$ cat src/rtl/round_ctrl.sv
// Game-round controller for the binary number game: arms the seconds timer, judges guesses,
// keeps score and level. Define HINT_EN to build the registered guess-above/below hint outputs.
module round_ctrl #(
    parameter int unsigned START_TIME = 20,
    parameter int unsigned TIME_STEP  = 2,
    parameter int unsigned MIN_TIME   = 5,
    parameter int unsigned MAX_LEVEL  = 7,
    parameter logic [7:0]  LFSR_SEED  = 8'hA5
) (
    input  logic       clk,
    input  logic       rst,
    input  logic       start_btn,
    input  logic       submit_btn,
    input  logic [7:0] sw,
    input  logic       end_f,
    input  logic [4:0] timeleft,
    output logic       timer_set_f,
    output logic [4:0] timer_set_v,
    output logic [7:0] target,
    output logic [7:0] score,
    output logic [2:0] level,
    output logic       playing,
    output logic       win_led,
    output logic       lose_led,
    output logic       cmp_hi,
    output logic       cmp_lo
);
    localparam int unsigned DW = 8;
    localparam int unsigned TW = 5;
    localparam int unsigned LW = 3;
    localparam int unsigned PW = 16;

    typedef enum logic [2:0] {IDLE, ARM, PLAY, WIN, OVER} state_t;

    state_t        state, state_d;
    logic          start_q, submit_q, btn_en;
    logic          start_e, submit_e;
    logic [DW-1:0] lfsr, lfsr_d;
    logic          arm_cnt, arm_cnt_d;
    logic [DW-1:0] target_d, score_d;
    logic [LW-1:0] level_d, level_inc;
    logic [TW-1:0] timer_set_v_d, round_time;
    logic          timer_set_f_d;
    logic [PW-1:0] lvl_prod;
    logic [DW:0]   score_sum;

    // btn_en masks the first cycle after reset so a button held through release is not an edge
    assign start_e  = btn_en & start_btn & ~start_q;
    assign submit_e = btn_en & submit_btn & ~submit_q;

    // Fibonacci LFSR x^8+x^6+x^5+x^4+1; maximal length, so a nonzero seed never reaches 0
    assign lfsr_d = {lfsr[DW-2:0], lfsr[7] ^ lfsr[5] ^ lfsr[4] ^ lfsr[3]};

    assign lvl_prod   = PW'(level) * PW'(TIME_STEP);
    assign round_time = (lvl_prod > PW'(START_TIME - MIN_TIME)) ? TW'(MIN_TIME)
                                                                : TW'(PW'(START_TIME) - lvl_prod);

    assign score_sum = {1'b0, score} + (DW + 1)'(1) + (DW + 1)'(timeleft[4:2]);
    assign level_inc = (level >= LW'(MAX_LEVEL)) ? LW'(MAX_LEVEL) : level + LW'(1);

    always_comb begin
        state_d       = state;
        arm_cnt_d     = arm_cnt;
        target_d      = target;
        score_d       = score;
        level_d       = level;
        timer_set_v_d = timer_set_v;
        timer_set_f_d = timer_set_f;
        case (state)
            IDLE, OVER: begin
                if (start_e) begin
                    state_d       = ARM;
                    arm_cnt_d     = 1'b0;
                    score_d       = '0;
                    level_d       = '0;
                    target_d      = lfsr;
                    timer_set_v_d = TW'(START_TIME);
                    timer_set_f_d = 1'b1;
                end
            end
            ARM: begin
                if (arm_cnt) begin
                    state_d       = PLAY;
                    timer_set_f_d = 1'b0;
                end else begin
                    arm_cnt_d = 1'b1;
                end
            end
            PLAY: begin
                if (end_f) begin
                    state_d = OVER;
                end else if (submit_e) begin
                    if (sw == target) begin
                        state_d = WIN;
                        score_d = score_sum[DW] ? {DW{1'b1}} : score_sum[DW-1:0];
                        level_d = level_inc;
                    end else begin
                        state_d = OVER;
                    end
                end
            end
            WIN: begin
                // round_time already reflects the level raised on entry to WIN
                if (submit_e) begin
                    state_d       = ARM;
                    arm_cnt_d     = 1'b0;
                    target_d      = lfsr;
                    timer_set_v_d = round_time;
                    timer_set_f_d = 1'b1;
                end
            end
            default: state_d = IDLE;
        endcase
    end

    always_ff @(posedge clk or posedge rst) begin
        if (rst) begin
            state       <= IDLE;
            lfsr        <= LFSR_SEED;
            start_q     <= 1'b0;
            submit_q    <= 1'b0;
            btn_en      <= 1'b0;
            arm_cnt     <= 1'b0;
            target      <= '0;
            score       <= '0;
            level       <= '0;
            timer_set_f <= 1'b0;
            timer_set_v <= TW'(START_TIME);
            playing     <= 1'b0;
            win_led     <= 1'b0;
            lose_led    <= 1'b0;
        end else begin
            state       <= state_d;
            lfsr        <= lfsr_d;
            start_q     <= start_btn;
            submit_q    <= submit_btn;
            btn_en      <= 1'b1;
            arm_cnt     <= arm_cnt_d;
            target      <= target_d;
            score       <= score_d;
            level       <= level_d;
            timer_set_f <= timer_set_f_d;
            timer_set_v <= timer_set_v_d;
            playing     <= (state_d == ARM) || (state_d == PLAY);
            win_led     <= (state_d == WIN);
            lose_led    <= (state_d == OVER);
        end
    end

`ifdef HINT_EN
    // Hints track the guess only while staying in PLAY and clear on the way out
    always_ff @(posedge clk or posedge rst) begin
        if (rst) begin
            cmp_hi <= 1'b0;
            cmp_lo <= 1'b0;
        end else begin
            cmp_hi <= (state == PLAY) && (state_d == PLAY) && (sw > target);
            cmp_lo <= (state == PLAY) && (state_d == PLAY) && (sw < target);
        end
    end
`else
    assign cmp_hi = 1'b0;
    assign cmp_lo = 1'b0;
`endif

endmodule

$ cat config.mk
export PLATFORM = sky130hd
export DESIGN_NAME = round_ctrl
export DESIGN_NICKNAME = d
export VERILOG_FILES = /design/src/rtl/round_ctrl.sv
export SDC_FILE = /design/constraint.sdc
export NUM_CORES = 1
export LEC_CHECK = 0
export BUFFER_PORTS_ARGS = -buffer_cell sky130_fd_sc_hd__buf_2
export CAP_MARGIN = 20
export CORE_ASPECT_RATIO = 1.5
export CORE_MARGIN = 2
export CORE_UTILIZATION = 48
export CTS_BUF_LIST = sky130_fd_sc_hd__clkbuf_8 sky130_fd_sc_hd__clkbuf_16
export CTS_CLUSTER_DIAMETER = 50
export DETAILED_ROUTE_END_ITERATION = 6
export PLACE_DENSITY = 0.75
export SLEW_MARGIN = 5
export SYNTH_ARGS = -nofsm -noshare
export SYNTH_HDL_FRONTEND = slang
export SYNTH_SLANG_ARGS = --single-unit
$ cat constraint.sdc
create_clock -name clk -period 2.2 [get_ports clk]
set_input_delay 0.22 -clock clk [delete_from_list [all_inputs] [get_ports clk]]
set_output_delay 0.22 -clock clk [all_outputs]
set_load 0.005 [all_outputs]
* Word level (Yosys, flattened, before mapping)
Index checks and enable logic that the tools add are counted.
** Operators by class
- Bitwise logic cells :: 9
- Multipliers :: 0
- Shift operators :: 0
- Divide/modulo/power cells :: 0
- $lt $le $gt $ge :: 2
- Eq/ne operators :: 15
- Add/sub/neg operators :: 4
- Multiplexer cells :: 33
- Reductions and logical operators :: 10
** Operators by type and width (number)
- 2-to-1 mux 8 bit :: 7
- 2-to-1 mux 3 bit :: 11
- case mux 8 bit (2 select lines) :: 2
- 2-to-1 mux 5 bit :: 3
- == test 3 x 2 -> 1 bit (second input constant) :: 4
- != test 2 bit (second input constant) :: 6
- case mux 3 bit (4 select lines) :: 1
- case mux 5 bit (2 select lines) :: 1
- adder 8 x 1 -> 9 bit (second input constant) :: 1
- adder 9 x 3 -> 9 bit :: 1
- == test 8 bit :: 1
- == test 3 x 1 -> 1 bit (second input constant) :: 2
- == test 3 bit (second input constant) :: 2
- case mux 1 bit (3 select lines) :: 2
- case mux 3 bit (2 select lines) :: 1
- AND reduction 3 bit :: 2
- 2-to-1 mux 1 bit :: 5
- AND reduction 5 bit :: 1
- subtractor 5 x 4 -> 5 bit (first input constant) :: 1
- AND 1 bit :: 4
- greater-than comparator 4 bit (second input constant) :: 1
- AND reduction 4 bit :: 1
- nonzero test 2 bit :: 2
- adder 3 x 1 -> 3 bit (second input constant) :: 1
- other kinds (7) :: 10
** Storage, ports and cells
- ROM bits :: 0
- Logic and storage cells :: 87
- Output and inout bits :: 30
- Bits in latches :: 0
- Memories :: 0
- Flip-flop bits (word level) :: 43
- Input bits :: 18
- Memory bits (writable) :: 0

* Longest topological paths before layout
Gate-level depths: netlist (run 1).
- Depth after elaboration :: 7
- Depth in mapped cells :: 8
- Gate-level depth less buffers :: 8

* Worst setup path after synthesis (run 1)
Ideal clock, no wire load.
- Path kind :: register to register
- Start point :: register state[0]
- End point :: register score[7]
- Data required time :: 2.074 ns
- Stages on the path, launching flop included :: 7
- Path slack :: 0.112 ns
- Period minus slack after synthesis :: 2.088 ns
- Arrival :: 1.962 ns
- Library setup time :: 0.126 ns
- Cells stage by stage :: dfrtp_1 -> or4b_4 -> or2_4 -> nor4_4 -> buf_6 -> nand2_2 -> o311a_1
** On the way
- Longest elaborated chain between the ends :: 4
** Ends and longest elaborated chain
- start, declared :: RTL line 35 : state_t state, state_d;
- start signal, assigned :: RTL line 133 : state <= state_d;
- == test 3 bit or logical NOT 3 bit (tied branches) :: RTL line 69 : case (state)
- OR reduction 2 bit :: RTL line 69
- != test 2 bit (no line) or nonzero test 2 bit (tied branches)
- AND reduction 5 bit (no line)
- end signal, assigned :: RTL line 140 : score <= score_d;
- end, declared :: RTL line 20 : output logic [7:0] score,
Parallel ways exist; a longest one is shown, timed or not.
A chain may end at the register's enable or synchronous reset.

* Final worst setup path (run 1)
Same ends and word-level chain as after synthesis.

==> results.json, run 1 <==
{
  "synth_flop_cell": "dfrtp_1",
  "setup-tns-final_ns": 0,
  "vias": 1513,
  "syn_area_mm2": 0.002037,
  "track_usage_pct": 18.44,
  "drive_gt1_share_pct": 33.61,
  "rr_startpoint": "state[0]$_DFF_PP0_",
  "cts_buffers": 5,
  "grt_pass1_vias": 1552,
  "fin_total_pwr_w": 0.001703,
  "routed.top_layer": "met4",
  "area_growth_pct": 18.49,
  "dr_wl_met3_um": 144,
  "mostFrequentLayoutCell": "buf_2",
  "synth_seq_cells": 42,
  "regToRegSetupSlack_ns": 0.09,
  "ys_types": 49,
  "dieArea_mm2": 0.004792,
  "maxCapViolations": 0,
  "drc": 0,
  "yosysWarnings": 0,
  "fp.dieH_um": 83.79,
  "period_share_pct": 95.98,
  "dp_hpwl_um": 3033,
  "worst_slew_pin_slew_ns": 0.5962,
  "fin_cells": 284,
  "die_x_um": 57.19,
  "worst-path-max-fanout": 14,
  "wl_per_cell_um": 13.95,
  "num-fill-cells": 372,
  "wl_met1_um": 1667,
  "clockBufferDepth": 2,
  "crit_arrival_ns": 2.29,
  "rsz0062_at_grt": "false",
  "cp-end-kind": "register",
  "ir_worst_vdd_mv": 0.6763,
  "nNetsFinal": 262,
  "diodes": 0,
  "grt_max_degree": 43,
  "crit_chain": "or4b_4 > or2_4 > nor4_4 > buf_6 > nand2_2 > o311a_1",
  "initial_utilization_pct": 49.24,
  "dp.cells": 276,
  "synth_top_area_share_pct": 44.23,
  "yosysTopAreaCell": "dfrtp_1",
  "fin_skew_ns": 0.003439,
  "grt_overflow": 0,
  "rows": 29,
  "multiInputGateArea_um2": 879.6,
  "clk_pin_slew_ns": 0.07,
  "synth_cells": 185,
  "grt_first_pass_wirelength_um": 6982,
  "first_pass_iters": 4,
  "ctsHoldBuffers": 0,
  "power.density_cell_area_mw_per_mm2": 705.6,
  "reg2regPathDepth": 6,
  "status": "finished, final reports clean",
  "avgSynthCellArea_um2": 11.01,
  "critPathLaunchType": "register",
  "slew_violations": 0,
  "place.gp.congestion": 0.8131,
  "fin_crit_ns": 2.112,
  "antenna_found_initial": 0,
  "layout.area.seq_mm2": 0.001059,
  "critical-path-max-stage-delay_ns": 0.55,
  "fp.coreArea_mm2": 0.004136,
  "async_reset_ff_share_pct": 100.0,
  "cts_tree": "built",
  "ioPinCount": 48,
  "met2_length_um": 2069,
  "port_buffers": 42,
  "yosys-top-cells-area": "dfrtp_1 (44%), dfstp_2 (7.7%), xnor2_1 (4.7%)",
  "slew_headroom_pct": 59.95,
  "vias_per_cell": 5.327,
  "clock-sinks": 42,
  "seq_area_frac_synth_pct": 51.97,
  "min_path_type": "primary input to asynchronous set/reset pin",
  "cts.htree.levels": 2,
  "post_cts_resized": 0,
  "cp.required_ns": 2.38,
  "max_clock_freq_mhz": 473.6,
  "clk_latency_ns": 0.29,
  "route.final.wire_length_um": 3961,
  "cts_root_buf": "clkbuf_8",
  "synth_edf_count": 0,
  "r2r_end": "score[7]$_DFFE_PP0P_",
  "ant_nets": 0,
  "first_iter_violations": 29,
  "crit_path_top_delay_cell": "or4b_4",
  "setup_violations": 0,
  "crit_type": "register to register",
  "power.leakage_nw": 1.216,
  "post-cts-setup-buffer-count": 0,
  "mostFrequentLayoutCells": "buf_2 (42), dfrtp_1 (36), a21oi_1 (15)",
  "finalHoldViolCount": 0
}
[cell usage after synthesis, types with 4 or more instances]
cell / n
dfrtp_1: 36
a21oi_1: 15
inv_1: 12
nor2_1: 11
xnor2_1: 11
nand2_1: 9
o21ai_0: 9
mux2_2: 8
dfstp_2: 6
ha_1: 6
nor2b_1: 5
buf_4: 4
[where the power goes]
group	total (W)	switching, W	internal, W
sequential	0.000867	0.0000321	0.000835
clock	0.000501	0.000252	0.000248
combinational	0.000336	0.000187	0.000149
[metrics by stage]
| stage | utilization (%) | setup slack (ns) | cell area [um2] | hold WS, ns |
|---|---|---|---|---|
| after floorplan | - | 0.1119 | 2044 | 0.2514 |
| after detailed placement | 56.05 | 0.07060 | 2318 | 0.3487 |
| final | 58.35 | 0.08833 | 2414 | 0.04369 |
| after global routing | 58.35 | 0.003374 | 2414 | 0.04377 |
| after global placement | 56.05 | 0.1042 | 2318 | 0.3486 |
| after CTS | 58.26 | 0.06232 | 2410 | 0.04179 |
[state kept, by name (all words and copies together), names as in the netlist]
| register | cells |
|---|---|
| lfsr | 8 |
| score | 8 |
| target | 8 |
| timer_set_v | 4 |
| level | 3 |
| state | 3 |
| arm_cnt | 1 |
| btn_en | 1 |
| lose_led | 1 |
| playing | 1 |
| start_q | 1 |
| submit_q | 1 |
| timer_set_f | 1 |
| win_led | 1 |
[layout make-up]
type / instances / share of cell area (%)
Timing Repair Buffer: 51 / 11.66
Inverter: 12 / 1.866
Multi-Input combinational cell: 125 / 36.44
Clock buffer: 6 / 3.421
Sequential cell: 42 / 43.86
Tap cell: 46 / 2.385
Clock inverter: 2 / 0.3629
[critical path: cells and delay by family, from the launching register on]
kind,cells,cell delay [ns]
flip-flops,1,0.38
AND/OR/NAND/NOR,4,1.16
AO/OA/AOI/OAI,1,0.27
buffers and inverters,1,0.19
[how the worst max path moves through the flow]
stage,slack [ns],from,to,depth (start not counted)
after global routing,0.003,state[0]$_DFF_PP0_,score[0]$_DFFE_PP0P_,7
after floorplan,0.11,state[0]$_DFF_PP0_,score[7]$_DFFE_PP0P_,6
final,0.09,state[0]$_DFF_PP0_,score[7]$_DFFE_PP0P_,6
after global placement,0.10,state[0]$_DFF_PP0_,score[7]$_DFFE_PP0P_,6
after CTS,0.06,state[0]$_DFF_PP0_,score[7]$_DFFE_PP0P_,6
after detailed placement,0.07,state[0]$_DFF_PP0_,score[7]$_DFFE_PP0P_,6
[layer usage]
layer	global-route usage (%)	vias to the layer above
li1	-	745
met1	22.78	725
met2	31.56	35
met3	3.256	8
met4	6.977	0
met5	0	-
[logic make-up (layout without fill, tap and decap cells)]
| kind of cell | count (synthesis) | in the layout | share of synthesized area (%) |
|---|---|---|---|
| buffers and inverters | 20 | 71 | 5.221 |
| other | 2 | 4 | 0.3687 |
| AOI/OAI and AO/OA | 43 | 43 | 13.21 |
| muxes | 8 | 8 | 4.423 |
| adders and majority gates | 7 | 7 | 4.668 |
| DFF | 42 | 42 | 51.97 |
| xor gates and xnor gates | 12 | 12 | 5.160 |
| and+or+nand+nor | 51 | 51 | 14.99 |
No activity file was read; power rests on OpenSTA's default activity.
==> run 2: changes to the inputs <==
--- a/config.mk
+++ b/config.mk
@@ -7,13 +7,15 @@
 export LEC_CHECK = 0
 export BUFFER_PORTS_ARGS = -buffer_cell sky130_fd_sc_hd__buf_2
 export CAP_MARGIN = 20
+export CELL_PAD_IN_SITES_DETAIL_PLACEMENT = 1
+export CELL_PAD_IN_SITES_GLOBAL_PLACEMENT = 1
 export CORE_ASPECT_RATIO = 1.5
 export CORE_MARGIN = 2
-export CORE_UTILIZATION = 48
+export CORE_UTILIZATION = 37
 export CTS_BUF_LIST = sky130_fd_sc_hd__clkbuf_8 sky130_fd_sc_hd__clkbuf_16
 export CTS_CLUSTER_DIAMETER = 50
 export DETAILED_ROUTE_END_ITERATION = 6
-export PLACE_DENSITY = 0.75
+export PLACE_DENSITY_LB_ADDON = 0.1
 export SLEW_MARGIN = 5
 export SYNTH_ARGS = -nofsm -noshare
 export SYNTH_HDL_FRONTEND = slang
==> results.json, run 2 (synthesized netlist as in run 1, its figures left out) <==
{
  "status": "finished, final reports clean",
  "fp.coreArea_mm2": 0.005409,
  "dieArea_mm2": 0.006127,
  "fin_crit_ns": 2.128,
  "fin_area_mm2": 0.002481,
  "drc": 0,
  "grt_overflow": 0,
  "cts.htree.levels": 2,
  "placed_cell_area_mm2": 0.002354,
  "clk_pin_slew_ns": 0.08,
  "diodes": 0,
  "clk_latency_ns": 0.29,
  "crit_type": "register to register",
  "max_clock_freq_mhz": 469.9,
  "power.density_cell_area_mw_per_mm2": 698.8,
  "fin_total_pwr_w": 0.001734,
  "setup_violations": 0,
  "port_buffers": 42,
  "antenna_found_initial": 0,
  "cp-end-kind": "register",
  "finalHoldViolCount": 0,
  "cts_buffers": 5,
  "rsz0062_at_grt": "false",
  "first_pass_iters": 4,
  "drive_gt1_share_pct": 34.31,
  "vias": 1585,
  "mostFrequentLayoutCell": "buf_2",
  "worst-path-max-fanout": 10,
  "setup-tns-final_ns": 0,
  "crit_arrival_ns": 2.31,
  "fin_skew_ns": 0.003218,
  "place.gp.congestion": 0.8691,
  "grt_max_degree": 43,
  "clock-sinks": 42,
  "ir_worst_vdd_mv": 0.3388,
  "top_regs": "lfsr (8), score (8), target (8)",
  "grt_pass1_vias": 1725,
  "num-fill-cells": 622,
  "nNetsFinal": 263,
  "maxCapViolations": 0,
  "cts_tree": "built",
  "fp.dieH_um": 94.88,
  "first_iter_violations": 39,
  "vias_per_cell": 5.129,
  "area_growth_pct": 21.81,
  "period_share_pct": 96.74,
  "slew_headroom_pct": 55.72,
  "cp.required_ns": 2.38,
  "route.final.wire_length_um": 4996,
  "cts_root_buf": "clkbuf_8",
  "wl_per_cell_um": 16.17,
  "dp_hpwl_um": 3795,
  "min_path_type": "primary input to register",
  "die_x_um": 64.58,
  "ant_nets": 0,
  "mostFrequentLayoutCells": "buf_2 (42), dfrtp_1 (36), a21oi_1 (15)",
  "slew_violations": 0,
  "grt_first_pass_wirelength_um": 8038,
  "critPathLaunchType": "register",
  "power.leakage_nw": 1.222,
  "rows": 33,
  "track_usage_pct": 17.21,
  "clockBufferDepth": 2,
  "ioPinCount": 48,
  "worst_slew_pin_slew_ns": 0.6592,
  "initial_utilization_pct": 37.66
}
run 2: power breakdown:
group,internal (W),switching (W),total (W)
Clock,0.000252,0.000267,0.000520
Combinational,0.000147,0.000200,0.000347
Sequential,0.000834,0.0000325,0.000867
Total,0.00123,0.000500,0.00173
run 2: path summary, 6_finish.rpt:
check | from | end | slack [ns] | cells after the start
min | start_btn | start_q$_DFF_PP0_ | 0.05 | 1
min in group asynchronous | rst | level[2]$_DFFE_PP0P_ | 0.06 | 3
max | state[0]$_DFF_PP0_ | score[7]$_DFFE_PP0P_ | 0.07 | 6
max reg2reg | state[0]$_DFF_PP0_ | score[7]$_DFFE_PP0P_ | 0.07 | 6
max in group asynchronous | rst | lfsr[7]$_DFF_PP1_ | 1.77 | 3
min reg2reg | lfsr[1]$_DFF_PP0_ | lfsr[2]$_DFF_PP1_ | 0.38 | 0
run 2: layer usage:
layer | GRT usage [%] | vias up | routed length [um]
met5 | 0 | - | 0
li1 | - | 746 | -
met4 | 6.915 | 0 | 110
met1 | 16.68 | 790 | 1765
met3 | 3.695 | 9 | 217
met2 | 34.38 | 40 | 2903
run 2: critical path, stage by stage (launching register included):
cell     delay, ns
dfrtp_1       0.39
or4b_4        0.55
or2_4         0.26
nor4_4        0.33
buf_12        0.17
nand2_2       0.04
o311a_1       0.28
run 2: what timing repair did:
item | CTS | global route
gates resized for setup | 0 | 0
hold buffers | 0 | 0
endpoints found under the setup margin | 0 | 2
setup buffers | 0 | 1
run 2: area by class of cell:
cell class	instances	area (um2)	share of cell area, %
Sequential cell	42	1059	42.66
Multi-Input combinational cell	125	879.6	35.45
Clock buffer	6	82.58	3.328
Tap cell	70	87.58	3.530
Timing Repair Buffer	52	315.3	12.71
Inverter	12	45.04	1.815
Clock inverter	2	12.51	0.5043
run 2: through the flow:
| stage | instances | hold slack [ns] | setup WS [ns] | util, % |
|---|---|---|---|---|
| finish | 309 | 0.04821 | 0.07182 | 45.87 |
| global route | 309 | 0.04111 | 0.01039 | 45.87 |
| CTS | 307 | 0.04432 | 0.03780 | 45.27 |
| detailed placement | 299 | 0.3506 | 0.05231 | 43.51 |
| global placement | 299 | 0.3458 | 0.1110 | 43.51 |
| floorplan | 187 | 0.2514 | 0.1119 | - |
